`config.mk`:
```
export PLATFORM = sky130hd
export DESIGN_NAME = winner_readout
export DESIGN_NICKNAME = d
export VERILOG_FILES = /design/src/rtl/snn_pkg.sv /design/src/rtl/winner_readout_sat_counter.sv /design/src/rtl/winner_readout.sv
export SDC_FILE = /design/constraint.sdc
export NUM_CORES = 1
export LEC_CHECK = 0
export CAP_MARGIN = 10
export CORE_ASPECT_RATIO = 1.75
export CORE_MARGIN = 2
export CORE_UTILIZATION = 60
export DETAILED_ROUTE_END_ITERATION = 6
export DONT_BUFFER_PORTS = 1
export PLACE_DENSITY = 0.76
export SYNTH_ARGS = -nofsm -noshare
export SYNTH_HDL_FRONTEND = slang
export SYNTH_SLANG_ARGS = --single-unit
```
`constraint.sdc`:
```
create_clock -name clk_i -period 4.4 [get_ports clk_i]
set_input_delay 0.88 -clock clk_i [delete_from_list [all_inputs] [get_ports clk_i]]
set_output_delay 0.88 -clock clk_i [all_outputs]
set_load 0.05 [all_outputs]
```
`src/rtl/snn_pkg.sv`:
```
// Shared SNN definitions: readout FSM states, default class/counter sizing, class index width.
// Latency: n/a (types and constants only).
// Backpressure: n/a.
package snn_pkg;

  localparam int SNN_NUM_CLASSES = 10;
  localparam int SNN_CNT_W       = 8;
  localparam int CLS_W           = 4;

  typedef enum logic [1:0] {
    ST_IDLE  = 2'd0,
    ST_COUNT = 2'd1,
    ST_SCAN  = 2'd2,
    ST_DONE  = 2'd3
  } state_t;

endpackage

```
`src/rtl/winner_readout_sat_counter.sv`:
```
// Saturating up-counter for one output class.
// Latency: count updates on the edge after inc; clear wins over inc.
// Backpressure: none; holds at all-ones instead of wrapping.
// Ports: clk_i clock, clear synchronous zero, inc count-enable, count current value.
module sat_counter #(
  parameter int CNT_W = 8
) (
  input  logic             clk_i,
  input  logic             clear,
  input  logic             inc,
  output logic [CNT_W-1:0] count
);

  always_ff @(posedge clk_i) begin
    if (clear) begin
      count <= '0;
    end else if (inc && (count != '1)) begin
      count <= count + CNT_W'(1);
    end
  end

endmodule

```
`src/rtl/winner_readout.sv`:
```
// Spike-count winner-take-all readout: counts spikes per class over WINDOW cycles, then scans for the max.
// Latency: start sampled at edge t -> valid_o in cycle t+WINDOW+NUM_CLASSES+1, single-cycle pulse.
// Backpressure: none; start_i ignored while busy_o, abort_i returns to idle at any time.
// Ports: clk_i/rst_i (sync, active-high), spike_i per-class spikes, start_i/abort_i control,
//        busy_o/valid_o status, class_o/count_o/tie_o result, sel_i/sel_count_o counter readback.
// Build option: define WINNER_READOUT_TIE_EN to compile in tie tracking for tie_o.
module winner_readout
  import snn_pkg::*;
#(
  parameter int NUM_CLASSES = SNN_NUM_CLASSES,
  parameter int CNT_W       = SNN_CNT_W,
  parameter int WINDOW      = 64
) (
  input  logic                   clk_i,
  input  logic                   rst_i,
  input  logic [NUM_CLASSES-1:0] spike_i,
  input  logic                   start_i,
  input  logic                   abort_i,
  output logic                   busy_o,
  output logic                   valid_o,
  output logic [CLS_W-1:0]       class_o,
  output logic [CNT_W-1:0]       count_o,
  output logic                   tie_o,
  input  logic [CLS_W-1:0]       sel_i,
  output logic [CNT_W-1:0]       sel_count_o
);

  state_t             state, state_nxt;
  logic [CNT_W-1:0]   cnt [NUM_CLASSES];
  logic [15:0]        win_cnt;
  logic [CLS_W-1:0]   scan_idx;
  logic [CLS_W-1:0]   best_idx, nb_idx;
  logic [CNT_W-1:0]   best_cnt, nb_cnt, cur_cnt;
  logic               start_clr, cnt_clear, cnt_en, win_last, scan_last;

  // Abort must not let a start in the same cycle wipe the counters.
  assign start_clr = (state == ST_IDLE) && start_i && !abort_i;
  assign cnt_clear = rst_i || start_clr;
  assign cnt_en    = (state == ST_COUNT) && !abort_i;
  assign win_last  = (win_cnt == 16'(WINDOW - 1));
  assign scan_last = (scan_idx == CLS_W'(NUM_CLASSES - 1));

  assign busy_o  = (state != ST_IDLE);
  assign valid_o = (state == ST_DONE);

  for (genvar g = 0; g < NUM_CLASSES; g++) begin : g_cnt
    sat_counter #(.CNT_W(CNT_W)) u_cnt (
      .clk_i (clk_i),
      .clear (cnt_clear),
      .inc   (cnt_en && spike_i[g]),
      .count (cnt[g])
    );
  end

  // Explicit compare-mux keeps the index width independent of NUM_CLASSES.
  always_comb begin
    cur_cnt     = '0;
    sel_count_o = '0;
    for (int i = 0; i < NUM_CLASSES; i++) begin
      if (scan_idx == CLS_W'(i)) cur_cnt = cnt[i];
      if (sel_i == CLS_W'(i))    sel_count_o = cnt[i];
    end
  end

  always_comb begin
    state_nxt = state;
    case (state)
      ST_IDLE:  if (start_i)   state_nxt = ST_COUNT;
      ST_COUNT: if (win_last)  state_nxt = ST_SCAN;
      ST_SCAN:  if (scan_last) state_nxt = ST_DONE;
      ST_DONE:                 state_nxt = ST_IDLE;
      default:                 state_nxt = ST_IDLE;
    endcase
    if (abort_i) state_nxt = ST_IDLE;
  end

  // Running best after examining scan_idx; index 0 seeds it, later classes
  // replace only on a strictly greater count so the lowest index keeps a tie.
  always_comb begin
    nb_idx = best_idx;
    nb_cnt = best_cnt;
    if (scan_idx == '0 || cur_cnt > best_cnt) begin
      nb_idx = scan_idx;
      nb_cnt = cur_cnt;
    end
  end

`ifdef WINNER_READOUT_TIE_EN
  logic tie_flag, nb_tie, tie_q;

  always_comb begin
    nb_tie = tie_flag;
    if (scan_idx == '0 || cur_cnt > best_cnt) nb_tie = 1'b0;
    else if (cur_cnt == best_cnt)             nb_tie = 1'b1;
  end

  always_ff @(posedge clk_i) begin
    if (rst_i) begin
      tie_flag <= 1'b0;
      tie_q    <= 1'b0;
    end else if (state == ST_SCAN) begin
      tie_flag <= nb_tie;
      if (scan_last && !abort_i) tie_q <= nb_tie;
    end
  end

  assign tie_o = tie_q;
`else
  assign tie_o = 1'b0;
`endif

  always_ff @(posedge clk_i) begin
    if (rst_i) begin
      state    <= ST_IDLE;
      win_cnt  <= '0;
      scan_idx <= '0;
      best_idx <= '0;
      best_cnt <= '0;
      class_o  <= '0;
      count_o  <= '0;
    end else begin
      state <= state_nxt;
      if (start_clr)               win_cnt <= '0;
      else if (state == ST_COUNT)  win_cnt <= win_cnt + 16'd1;
      if (state == ST_SCAN) begin
        scan_idx <= scan_idx + CLS_W'(1);
        best_idx <= nb_idx;
        best_cnt <= nb_cnt;
        // Results load only on the edge that enters DONE.
        if (scan_last && !abort_i) begin
          class_o <= nb_idx;
          count_o <= nb_cnt;
        end
      end else begin
        scan_idx <= '0;
      end
    end
  end

endmodule

```
# Word level (Yosys, flattened, before mapping)
# Index checks and enable logic that the tools add are counted.
word_totals:
  register_bits: 126
  latch_bits: 0
  ram_bits: 0
  rom_bits: 0
  input_bits: 18
  output_inout_bits: 23
  wordCells: 128
  memories: 0
op_classes:
  n_addsub: 12
  multipliers: 0
  div_mod_pow: 0
  n_lt_le_gt_ge: 1
  n_eq_ne: 35
  shift: 0
  n_mux: 26
  n_bitwise: 1
  reduce_logical: 36
ops:
  columns: ["op", "count"]
  rows:
  - ["$mux 8", 21]
  - ["$add 8x1->8 const B", 10]
  - ["$ne 8x8->1 const B", 10]
  - ["$eq 4x3->1 const B", 8]
  - ["$logic_and 1x1->1", 24]
  - ["$add 16x1->16 const B", 1]
  - ["$eq 16x6->1 const B", 1]
  - ["$eq 4x2->1 const B", 4]
  - ["$eq 4x4->1 const B", 4]
  - ["$eq 4x1->1 const B", 2]
  - ["$gt 8x8->1", 1]
  - ["$logic_not 4->1", 2]
  - ["$pmux 2 s4", 1]
  - ["$mux 2", 3]
  - ["$ne 2x2->1 const B", 3]
  - ["$reduce_or 2->1", 3]
  - ["$add 4x1->4 const B", 1]
  - ["$eq 2x2->1 const B", 2]
  - ["$mux 4", 1]
  - ["$reduce_and 3->1", 1]
  - ["$eq 2x1->1 const B", 1]
  - ["$logic_not 2->1", 1]
  - ["$logic_or 1x1->1", 2]
  - ["$reduce_and 2->1", 1]
  - ["other kinds (3)", 3]

# Logic depth before layout (Yosys ltp)
# Gate-level depths: netlist of the first run.
depth:
  word_depth: 14
  depth_mapped: 17
  ltp_nobuf: 15

# Modules after synthesis
# From an unflattened synthesis of the first run, not the netlist that was laid out.
unflattened:
  cells_unflattened: 1014
  area_unflattened_um2: 8318.0
modules_own_cells:
  columns: ["mod", "instances", "cells_each", "area_per_inst_um2"]
  rows:
  - ["sat_counter", 10, 46, 430.4]
  - ["winner_readout", 1, 554, 4013.8]

# Worst setup path before layout of the first run
# No wires, ideal clock.
synth_path:
  path_kind: "input to output"
  from: "input port sel_i[0]"
  to: "output port sel_count_o[7]"
  arrival_time_ns: 2.756
  required_time_ns: 3.520
  path_slack_ns: 0.764
  cell_stages: 6
  path_cell_list: "buf_2 -> buf_2 -> clkbuf_1 -> buf_2 -> a31oi_1 -> a22oi_1"
synth_between:
  elab_chain_cells: 11
  elab_cells_between_ends: 20
  classes_between: "9 x eq/ne; 10 x mux; 1 x reduce/logical"
synth_rtl:
  columns: ["item", "line_no", "source"]
  rows:
  - ["start: declaration", "winner_readout.sv:24", "input logic [CLS_W-1:0] sel_i,"]
  - ["$logic_not 4->1", "winner_readout.sv:61", "if (sel_i == CLS_W'(i)) sel_count_o = cnt[i];"]
  - ["$mux 8 (9 in a row)", "winner_readout.sv:61", null]
  - ["$mux 8 (*)", "winner_readout.sv:61", null]
  - ["end: declaration", "winner_readout.sv:25", "output logic [CNT_W-1:0] sel_count_o"]
# Every way passes the cells marked *; elsewhere a longest branch is shown, timed or not.

# Final worst setup path of the first run
layout_path:
  from: "register scan_idx[1]"
  to: "register best_cnt[1]"
layout_between:
  elab_chain_cells: 14
  elab_cells_between_ends: 23
  classes_between: "1 x order compare; 9 x eq/ne; 11 x mux; 2 x reduce/logical"
layout_rtl:
  columns: ["item", "line_no", "source"]
  rows:
  - ["start: declaration", "winner_readout.sv:31", "logic [CLS_W-1:0] scan_idx;"]
  - ["start signal: assignment", "winner_readout.sv:126", "scan_idx <= scan_idx + CLS_W'(1);"]
  - ["$logic_not 4->1", "winner_readout.sv:60, winner_readout.sv:82", null]
  - ["$mux 8 (10 in a row)", "winner_readout.sv:60", "if (scan_idx == CLS_W'(i)) cur_cnt = cnt[i];"]
  - ["$gt 8x8->1", "winner_readout.sv:82", "if (scan_idx == '0 || cur_cnt > best_cnt) begin"]
  - ["$logic_or 1x1->1", "winner_readout.sv:82", null]
  - ["$mux 8 (*)", "winner_readout.sv:82", null]
  - ["end signal: assignment", "winner_readout.sv:128", "best_cnt <= nb_cnt;"]
  - ["end: declaration", "winner_readout.sv:33", "logic [CNT_W-1:0] best_cnt, nb_cnt, cur_cnt;"]
# Marked as above.
# A chain may end at the register's enable or synchronous reset.

==> out/metrics.cfg, run 1 <==
[drt]
num_vias=6845
postRouteAntennaNets=0
drt-pass1-iter-count=5
drt-initial-drc-count=462
wl_per_cell_um=19.41
routed_wl_um=21020
routed_via_density=6.320
drcViolationCount=0

[global_routing]
grt_pass1_vias=6642
grt_pass1_wl_um=33130
globalRouteTotalUtil_pct=32.62
grt_start_max_net_pins=65
grt_antenna_before_repair=0
overflow=0

[critical_path]
path_cells=inv_1, ha_1, buf_4, and3b_1, a221o_1, a21oi_1, nor2_1, ha_1, nor2b_1, o21bai_1, nand4_1, and3_1, or3_1, o41ai_1
timing.rr.end=best_cnt[1]
worstSetupEndpointType=flop
critPathMaxStageDelay_ns=0.46
cp_common_cell=ha_1
crit_fanout=19
worst-r2r-cell-count=14
worstPathArrival_ns=4.46
cpMaxStageDelayCell=and3_1
worstReg2RegStart=scan_idx[1]
worstPathRequired_ns=4.70
start_kind=flop
rrSetupSlack_ns=0.25
critPathKind=reg -> reg

[min_path]
hold_end=best_cnt[7]
holdCritStartpoint=best_cnt[7]
hp-class=reg -> reg
hold_depth=2

[sta]
setup_viol=0
hold_slack_ns=0.4754
max_freq_mhz=240.8
grt_setup_unrepaired=false
final_max_slew_viol_count=0
fin_crit_ns=4.154
worst_pin_slew_ns=0.8532
skew_ns=0.01234
relSlewSlack_pct=43.12
period_share_pct=94.40
hold_viol_final=0
tns_ns=0

[synthesis]
ys_warn_count=0
ys_async_sr_fraction_pct=0
ys_ff_latch=126
synth-edff-count=0
synth_ff_type=dfxtp_1
avgSynthCellArea_um2=8.017
syn_nets=969
yosysSeqAreaShare_pct=34.09
netlist_area_um2=7400
yosys.cell_types.count=67
synthCells=923

[placed_design]
port_buffers=0
place_hpwl_um=15740
placedCellCount=1051
routabilityCongestion=0.9930

[finish]
final_common_cell=nor2_1
register_area_um2=2522
multiInputGateArea_um2=4551
synthToLayoutAreaGrowth_pct=9.790
n_fill_cell=999
layout_common_cells=nor2_1 (132), dfxtp_1 (126), a21oi_1 (84)
drive_above_1_share_pct=7.734
fin_nets=951
instances_no_fill=1083
num_antenna_cells=0
utilization_pct=67.68

[die]
die_area_um2=13270
io_pins=41
core_um2=12000
die_w_um=87.95
die_h_um=150.9
initial_core_util_pct=61.65
rows=53

[cts]
ctsRootBufferMaster=clkbuf_16
post_cts_buffers=0
cts_hold_buf=0
cts_resized=0
cts_buffer_depth=2
clkSinkCount=126
clock_latency_ns=0.42
cts_made_buffers=17
clk_pin_slew_ns=0.06
tritoncts=done
htreeDepth=4

[run_status]
status=finished clean

[power]
p_per_area_nw_per_um2=332.2
p_leak_nw=2.833
ir_drop_mv=0.3238

[flow_run]
cap_viol_max_count=0

-- layout make-up --
| type | instances | share of cell area [%] |
|---|---|---|
| Inverter | 29 | 1.340 |
| Clock inverter | 13 | 2.033 |
| Sequential cell | 126 | 31.05 |
| Timing Repair Buffer | 17 | 1.571 |
| Tap cell | 165 | 2.541 |
| Multi-Input combinational cell | 714 | 56.01 |
| Clock buffer | 19 | 5.452 |
-- sequential cells by signal, indices dropped and copies added, names as in the netlist --
register           flops
g_cnt.u_cnt.count     80
win_cnt               16
scan_idx               4
best_cnt               8
count_o                8
best_idx               4
class_o                4
state                  2
-- routing by layer --
layer | vias up | track usage [%] | wire length (um)
met5 | - | 0 | 0
li1 | 3256 | - | -
met4 | 0 | 24.15 | 1585
met1 | 3214 | 32.66 | 7449
met2 | 278 | 57.27 | 10870
met3 | 97 | 7.411 | 1118
-- stage by stage --
stage	worst slack, ns	total power, W	cell area, um^2
CTS	0.3173	0.002711	8115
global placement	0.4751	0.001282	7507
global route	0.01112	0.002773	8124
detailed placement	0.3703	0.001285	7507
finish	0.2464	0.002699	8124
floorplan	0.7637	0.001277	7400
-- worst max path at each step --
| stage | slack (ns) | to | from |
|---|---|---|---|
| global route | 0.01 | class_o[2] | scan_idx[1] |
| CTS | 0.32 | best_cnt[1] | scan_idx[1] |
| global placement | 0.48 | best_cnt[1] | scan_idx[0] |
| detailed placement | 0.37 | best_cnt[1] | scan_idx[1] |
| floorplan | 0.76 | sel_count_o[7] | sel_i[0] |
| finish | 0.25 | best_cnt[1] | scan_idx[1] |
-- logic make-up after synthesis --
family	synth area share [%]
AO/OA/AOI/OAI	19.83
adder cells (fa/ha/maj)	4.735
buffers and inverters	4.650
flip-flops	34.09
XOR/XNOR	8.167
AND/OR/NAND/NOR	23.30
other	0.05068
multiplexers	5.174
-- power by group --
| group | internal, W | switching, W |
|---|---|---|
| clock | 0.000907 | 0.000530 |
| combinational | 0.0000363 | 0.0000738 |
| sequential | 0.00115 | 0.00000658 |
-- critical path, delay by kind of cell (launching register included) --
kind	cells	cell delay, ns
adders and majority gates	2	0.76
DFF	1	0.44
buffers and inverters	2	0.39
AOI/OAI and AO/OA	4	0.80
and+or+nand+nor	6	1.63
-- cells in the mapped netlist, drive strengths merged (2+ instances only) --
| library cell | n | share of area [%] |
|---|---|---|
| nor2 | 132 | 6.7 |
| dfxtp | 126 | 34 |
| a21oi | 84 | 5.7 |
| nand2 | 61 | 3.1 |
| o21ai | 54 | 3.7 |
| xor2 | 45 | 5.3 |
| nand3 | 35 | 2.4 |
| clkbuf | 34 | 1.7 |
| nand4 | 31 | 2.6 |
| inv | 29 | 1.5 |
| ha | 28 | 4.7 |
| mux2i | 27 | 3.7 |
| xnor2 | 24 | 2.8 |
| buf | 20 | 1.5 |
| or3 | 20 | 1.7 |
| nand3b | 15 | 1.5 |
| nor2b | 15 | 1.3 |
| and3 | 13 | 1.1 |
| o22ai | 13 | 1.1 |
| a311oi | 12 | 1.4 |
| nor3 | 8 | 0.54 |
| a21o | 7 | 0.71 |
| a22oi | 7 | 0.71 |
| nand2b | 7 | 0.59 |
| o211a | 7 | 1.3 |
| a31oi | 6 | 0.59 |
| or2 | 6 | 0.51 |
| o2bb2ai | 5 | 0.59 |
| a2111oi | 4 | 0.56 |
| mux2 | 4 | 0.61 |
| a221o | 3 | 0.41 |
| a221oi | 3 | 0.36 |
| mux4 | 3 | 0.91 |
| nor3b | 3 | 0.30 |
| a211oi | 2 | 0.27 |
| and2 | 2 | 0.17 |
| and3b | 2 | 0.24 |
| nor4 | 2 | 0.17 |
| o211ai | 2 | 0.27 |
| o221ai | 2 | 0.24 |
| o31ai | 2 | 0.20 |
| o41ai | 2 | 0.24 |
Note: power is estimated with default switching activity, not from simulation.
==> inputs of run 2 (changes only) <==
--- a/config.mk
+++ b/config.mk
@@ -9,6 +9,7 @@
 export CORE_ASPECT_RATIO = 1.75
 export CORE_MARGIN = 2
 export CORE_UTILIZATION = 60
+export CTS_BUF_LIST = sky130_fd_sc_hd__clkbuf_2 sky130_fd_sc_hd__clkbuf_4 sky130_fd_sc_hd__clkbuf_8
 export DETAILED_ROUTE_END_ITERATION = 6
 export DONT_BUFFER_PORTS = 1
 export PLACE_DENSITY = 0.76
==> run 2 against run 1 <==
Compared with the run above:
- clock-buffer cell count unchanged
- first-iteration DRC count increased by 5.2%
- flip-flop and latch count unchanged
- power decreased by 14%
- die area unchanged
- register-to-register slack improved by 0.099 ns
- final area decreased by 2.2%
- non-clock buffer count unchanged
- global-route usage decreased by 0.19 points
- critical path type unchanged
==> out/metrics.cfg, run 2 (synthesis results as in run 1) <==
[finish]
stdcell_area_um2=7941  ; -2.2%
register_area_um2=2522  ; unchanged
layout_common_cells=nor2_1 (132), dfxtp_1 (126), a21oi_1 (84)
n_fill_cell=1017  ; +1.8%
regMostFlops=g_cnt.u_cnt.count
multiInputGateArea_um2=4556  ; +0.11%
synthToLayoutAreaGrowth_pct=7.322
final_common_cell=nor2_1
fin_nets=951  ; unchanged
drive_above_1_share_pct=8.061  ; +0.33 points
largest_reg_flops=80  ; unchanged
utilization_pct=66.16  ; -1.5 points
num_antenna_cells=0  ; unchanged
top_regs=g_cnt.u_cnt.count (80), win_cnt (16)

[global_routing]
use_met1_pct=32.83  ; +0.17 points
grt_antenna_before_repair=0  ; unchanged
grt.busiest_layer=met2
grt_pass1_wl_um=33000  ; -0.40%
globalRouteTotalUtil_pct=32.43  ; -0.19 points
grt_start_max_net_pins=65  ; unchanged
use_met2_pct=57.23  ; about the same
overflow=0  ; unchanged
use_met3_pct=6.322  ; -1.1 points
grt_pass1_vias=6619  ; -0.35%

[die]
die_w_um=87.95  ; unchanged
rows=53  ; unchanged
core_um2=12000  ; unchanged
die_area_um2=13270  ; unchanged
die_h_um=150.9  ; unchanged
io_pins=41  ; unchanged
initial_core_util_pct=61.65  ; unchanged

[critical_path]
path_cells=inv_1, ha_1, buf_4, and3b_1, a221o_1, a21oi_1, nor2_1, ha_1, nor2b_1, o21bai_1, nand4_1, and3_1, or3_1, o41ai_1
crit_buf_inv=2  ; unchanged
crit_fanout=14  ; -5
worstPathRequired_ns=4.74  ; +0.04 ns
worstReg2RegStart=scan_idx[0]
cpMaxStageDelayCell=and3_1
cp_common_cell=ha_1
worstPathArrival_ns=4.39  ; -0.07 ns
worst-r2r-cell-count=14  ; unchanged
critPathKind=reg -> reg
rrSetupSlack_ns=0.35  ; +0.10 ns
cp_top_family=simple AND/OR/NAND/NOR gates
critPathMaxStageDelay_ns=0.47  ; about the same
start_kind=flop
worstSetupEndpointType=flop
timing.rr.end=best_cnt[2]

[drt]
drt-initial-drc-count=486  ; +5.2%
wl_per_cell_um=19.25  ; -0.80%
drt-pass1-iter-count=6  ; +1
drcViolationCount=0  ; unchanged
num_vias=6843  ; -0.029%
routed_via_density=6.319  ; about the same
routed_wl_um=20850  ; -0.80%
postRouteAntennaNets=0  ; unchanged

[sta]
tns_ns=0  ; unchanged
setup_viol=0  ; unchanged
hold_viol_final=0  ; unchanged
setup_slack_ns=0.3457  ; +0.09930 ns
worst_pin_slew_ns=0.8594  ; +0.006182 ns
grt_setup_unrepaired=false
skew_ns=0.01162  ; -0.0007229 ns
relSlewSlack_pct=42.71  ; -0.41 points
period_share_pct=92.14  ; -2.3 points
hold_slack_ns=0.4780  ; +0.002630 ns
final_max_slew_viol_count=0  ; unchanged
fin_crit_ns=4.054  ; -0.09930 ns
max_freq_mhz=246.7  ; +2.4%

[power]
p_leak_nw=2.747  ; -3.0%
switching_power_w=0.0005637  ; -7.7%
ir_drop_mv=0.2393  ; -26%
p_int_w=0.001762  ; -16%
clock_power_share_pct=45.8  ; -7.5 points
pwr-share-comb_pct=4.7  ; +0.6 points
p_per_area_nw_per_um2=292.9  ; -12%
pwr-share-seq_pct=49.4  ; +6.7 points
swShare_pct=24.23  ; +1.6 points

[placed_design]
place_area_um2=7507  ; unchanged
routabilityCongestion=0.9930  ; unchanged
port_buffers=0  ; unchanged
place_ws_ns=0.3703  ; unchanged
place_hpwl_um=15740  ; unchanged

[min_path]
holdCritStartpoint=best_cnt[7]
hold_end=best_cnt[7]
hp-class=reg -> reg
hold_depth=2  ; unchanged

[cts]
htreeDepth=4  ; unchanged
tritoncts=done
cts_buffer_depth=2  ; unchanged
ctsRootBufferMaster=clkbuf_8
post_cts_buffers=0  ; unchanged
clock_latency_ns=0.45  ; +0.03 ns
cts_made_buffers=17  ; unchanged
clkSinkCount=126  ; unchanged
clk_pin_slew_ns=0.07  ; about the same
cts_hold_buf=0  ; unchanged

[run_status]
status=finished clean

[flow_run]
cap_viol_max_count=0  ; unchanged

run 2: cell counts in the layout (fill, tap and decap cells not counted):
Identical to the previous run, type by type.
run 2: power groups by stage:
| stage | clock, W | sequential (W) | combinational, W |
|---|---|---|---|
| 2_1_floorplan | 0 | 0.00117 | 0.000104 |
| 3_3_place_gp | 0 | 0.00118 | 0.000106 |
| 3_5_place_dp | 0 | 0.00118 | 0.000109 |
| 4_1_cts | 0.00108 | 0.00115 | 0.000110 |
| 5_1_grt | 0.00113 | 0.00115 | 0.000119 |
| 6_report | 0.00107 | 0.00115 | 0.000110 |
run 2: what timing repair did:
item / CTS / global route
setup endpoints to repair: 0 / 4
gates resized for setup: 0 / 3
hold endpoints to repair: 0 / 0
run 2: layout make-up:
cell class | instances | share of cell area [%]
inverter | 29 | 1.371
clock buffer | 19 | 3.214
multi-input combinational | 714 | 57.37
tap | 165 | 2.600
clock inverter | 13 | 2.080
sequential | 126 | 31.76
timing repair buffer | 17 | 1.607
run 2: metrics by stage:
step	std cells	power, W
2_1_floorplan	923	0.001277
3_3_place_gp	1051	0.001282
3_5_place_dp	1051	0.001285
4_1_cts	1083	0.002338
5_1_grt	1083	0.002396
6_report	1083	0.002326
run 2: worst max path at each step:
| stage | slack, ns | cells past startpoint | from | endpoint |
|---|---|---|---|---|
| after detailed placement | 0.37 | 14 | scan_idx[1] | best_cnt[1] |
| after floorplan | 0.76 | 6 | sel_i[0] | sel_count_o[7] |
| after global placement | 0.48 | 13 | scan_idx[0] | best_cnt[1] |
| after CTS | 0.33 | 14 | scan_idx[1] | best_cnt[2] |
| after global routing | 0.02 | 13 | scan_idx[1] | best_cnt[2] |
| final | 0.35 | 14 | scan_idx[0] | best_cnt[2] |
run 2: tightest hold or removal path: stages, from the launching register on:
cell	delay, ns
dfxtp_1	0.33
nand2_1	0.06
a21oi_1	0.06
run 2: per-layer routing:
layer  vias up  wire length (um)
met5         -                 0
met4         0              1650
met3       107              1070
met2       279             10800
met1      3202              7331
li1       3255                 -
==> inputs of run 3 (changes only) <==
--- a/config.mk
+++ b/config.mk
@@ -8,11 +8,10 @@
 export CAP_MARGIN = 10
 export CORE_ASPECT_RATIO = 1.75
 export CORE_MARGIN = 2
-export CORE_UTILIZATION = 60
+export CORE_UTILIZATION = 36
 export CTS_BUF_LIST = sky130_fd_sc_hd__clkbuf_2 sky130_fd_sc_hd__clkbuf_4 sky130_fd_sc_hd__clkbuf_8
 export DETAILED_ROUTE_END_ITERATION = 6
 export DONT_BUFFER_PORTS = 1
-export PLACE_DENSITY = 0.76
 export SYNTH_ARGS = -nofsm -noshare
 export SYNTH_HDL_FRONTEND = slang
 export SYNTH_SLANG_ARGS = --single-unit
==> run 3 against run 2 <==
Compared with the run above:
- setup slack improved by 0.076 ns
- core utilization decreased by 26 points
- cell count increased by 8.1%
- via count decreased by 4.4%
- largest cell class unchanged
- die area increased by 64%
- flip-flop and latch count unchanged
- critical endpoint is now best_cnt[4]
- clock-buffer cell count increased by 2
- clock skew decreased by 0.0010 ns
- combinational power increased by 4%
- final area increased by 1.2%
==> out/metrics.cfg, run 3 (synthesis results as in run 1) <==
[critical_path]
crit_fanout=13  ; -1
startpoint=scan_idx[0]
start_kind=flop
worstSetupEndpointType=flop
worstPathArrival_ns=4.36  ; -0.03 ns
worstReg2RegStart=scan_idx[0]
critPathKind=reg -> reg
worstPathRequired_ns=4.79  ; +0.05 ns

[sta]
worst_pin_slew_ns=0.8545  ; -0.004959 ns
relSlewSlack_pct=43.04  ; +0.33 points
final_max_slew_viol_count=0  ; unchanged
setup_slack_ns=0.4219  ; +0.07613 ns
skew_ns=0.01058  ; -0.001042 ns
period_share_pct=90.41  ; -1.7 points
setup_viol=0  ; unchanged
fin_crit_ns=3.978  ; -0.07613 ns
grt_setup_unrepaired=false
hold_viol_final=0  ; unchanged
tns_ns=0  ; unchanged
max_freq_mhz=251.4  ; +1.9%

[power]
switching_power_w=0.0005517  ; -2.1%
pwr-share-seq_pct=50.8  ; +1.4 points
p_int_w=0.001714  ; -2.8%
pwr-share-comb_pct=5.0  ; +0.3 points
swShare_pct=24.35  ; +0.12 points
p_per_area_nw_per_um2=281.9  ; -3.8%
p_leak_nw=2.759  ; +0.44%
ir_drop_mv=0.1441  ; -40%
clock_power_share_pct=44.2  ; -1.6 points

[placed_design]
port_buffers=0  ; unchanged
place_ws_ns=0.5088  ; +0.1385 ns
place_hpwl_um=16520  ; +5.0%
placedCellCount=1139  ; +8.4%
routabilityCongestion=0.9970  ; +0.40%

[min_path]
holdCritStartpoint=best_cnt[1]
hp-class=reg -> reg

[global_routing]
grt_pass1_vias=6474  ; -2.2%
grt_antenna_before_repair=0  ; unchanged
grt_start_max_net_pins=52  ; -20%
overflow=0  ; unchanged
grt_pass1_wl_um=35400  ; +7.3%
globalRouteTotalUtil_pct=20.73  ; -12 points

[finish]
fin_nets=956  ; +0.53%
instances_no_fill=1171  ; +8.1%
drive_above_1_share_pct=8.342  ; +0.28 points
largest_reg_flops=80  ; unchanged
utilization_pct=39.78  ; -26 points
num_antenna_cells=0  ; unchanged
final_common_cell=nor2_1
top_regs=g_cnt.u_cnt.count (80), win_cnt (16)
synthToLayoutAreaGrowth_pct=8.607
regMostFlops=g_cnt.u_cnt.count
layout_common_cells=nor2_1 (132), dfxtp_1 (126), a21oi_1 (84)

[die]
rows=69  ; +30%
die_area_um2=21760  ; +64%
initial_core_util_pct=36.63  ; -25 points
io_pins=41  ; unchanged
core_um2=20200  ; +68%
die_w_um=112.4  ; +28%
die_h_um=193.7  ; +28%

[cts]
post_cts_buffers=0  ; unchanged
cts_hold_buf=0  ; unchanged
tritoncts=done
clock_latency_ns=0.45  ; about the same
htreeDepth=4  ; unchanged
cts_resized=0  ; unchanged
clkSinkCount=126  ; unchanged
cts_buffer_depth=2  ; unchanged
cts_made_buffers=17  ; unchanged
ctsRootBufferMaster=clkbuf_8
clk_pin_slew_ns=0.08  ; about the same

[drt]
wl_per_cell_um=18.62  ; -3.3%
drt-pass1-iter-count=5  ; -1
routed_via_density=5.589  ; -12%
num_vias=6545  ; -4.4%
drt-initial-drc-count=441  ; -9.3%
routed_wl_um=21800  ; +4.6%
drcViolationCount=0  ; unchanged
postRouteAntennaNets=0  ; unchanged

[flow_run]
cap_viol_max_count=0  ; unchanged

[run_status]
status=finished clean

[run 3: cell types whose count changed in the layout (fill, tap and decap cells not counted), sizes merged]
| cell | before | now |
|---|---|---|
| buf | 17 | 22 |
| clkbuf | 19 | 21 |
| clkinv | 5 | 7 |
| clkinvlp | 4 | 2 |
| bufinv | 3 | 2 |
| inv | 30 | 29 |
[run 3: critical path: stages, from the launching register on]
cell and delay (ns):
dfxtp_1 0.44, ha_1 0.48, buf_4 0.28, a21oi_1 0.09, a2111oi_0 0.64, o21ai_1 0.14, o21ai_1 0.22, inv_1 0.10
ha_1 0.28, nand2_1 0.08, a2111oi_2 0.04, a31oi_2 0.21, and3_1 0.53, o21ai_0 0.22, a21oi_1 0.15
[run 3: area by class of cell]
class	instances	area [um^2]
tap	248	310.3
fill	2138	12170
clock inverter	11	117.6
clock buffer	21	270.3
sequential	126	2522
inverter	29	108.9
multi-input combinational	714	4542
timing repair buffer	22	165.2
[run 3: metal layers]
layer  GRT usage (%)  wire [um]  up-vias
met1           20.91       7918     3025
met4           15.76       1726        0
li1                -          -     3264
met2           36.72      11280      171
met5               0          0        -
met3           4.314        873       85
[run 3: per-stage QoR]
stage                     total power (W)  hold WS [ns]  cell area [um^2]
after global placement           0.001291        0.4577              7649
final                            0.002266        0.4720              8036
after CTS                        0.002297        0.4594              8036
after floorplan                  0.001277        0.4496              7400
after global routing             0.002353        0.4628              8036
after detailed placement         0.001291        0.4643              7649
[run 3: path summary, 6_finish.rpt]
| path | depth (start not counted) | slack [ns] | endpoint |
|---|---|---|---|
| max | 14 | 0.42 | best_cnt[4] |
| min | 2 | 0.47 | count_o[1] |
| max reg2reg | 14 | 0.42 | best_cnt[4] |
| min reg2reg | 2 | 0.47 | count_o[1] |
[run 3: power by group through the flow]
stage	Sequential, W	Combinational, W	Clock, W
floorplan	0.00117	0.000104	0
global placement	0.00118	0.000114	0
detailed placement	0.00118	0.000114	0
CTS	0.00115	0.000114	0.00103
global route	0.00115	0.000123	0.00108
finish	0.00115	0.000114	0.00100
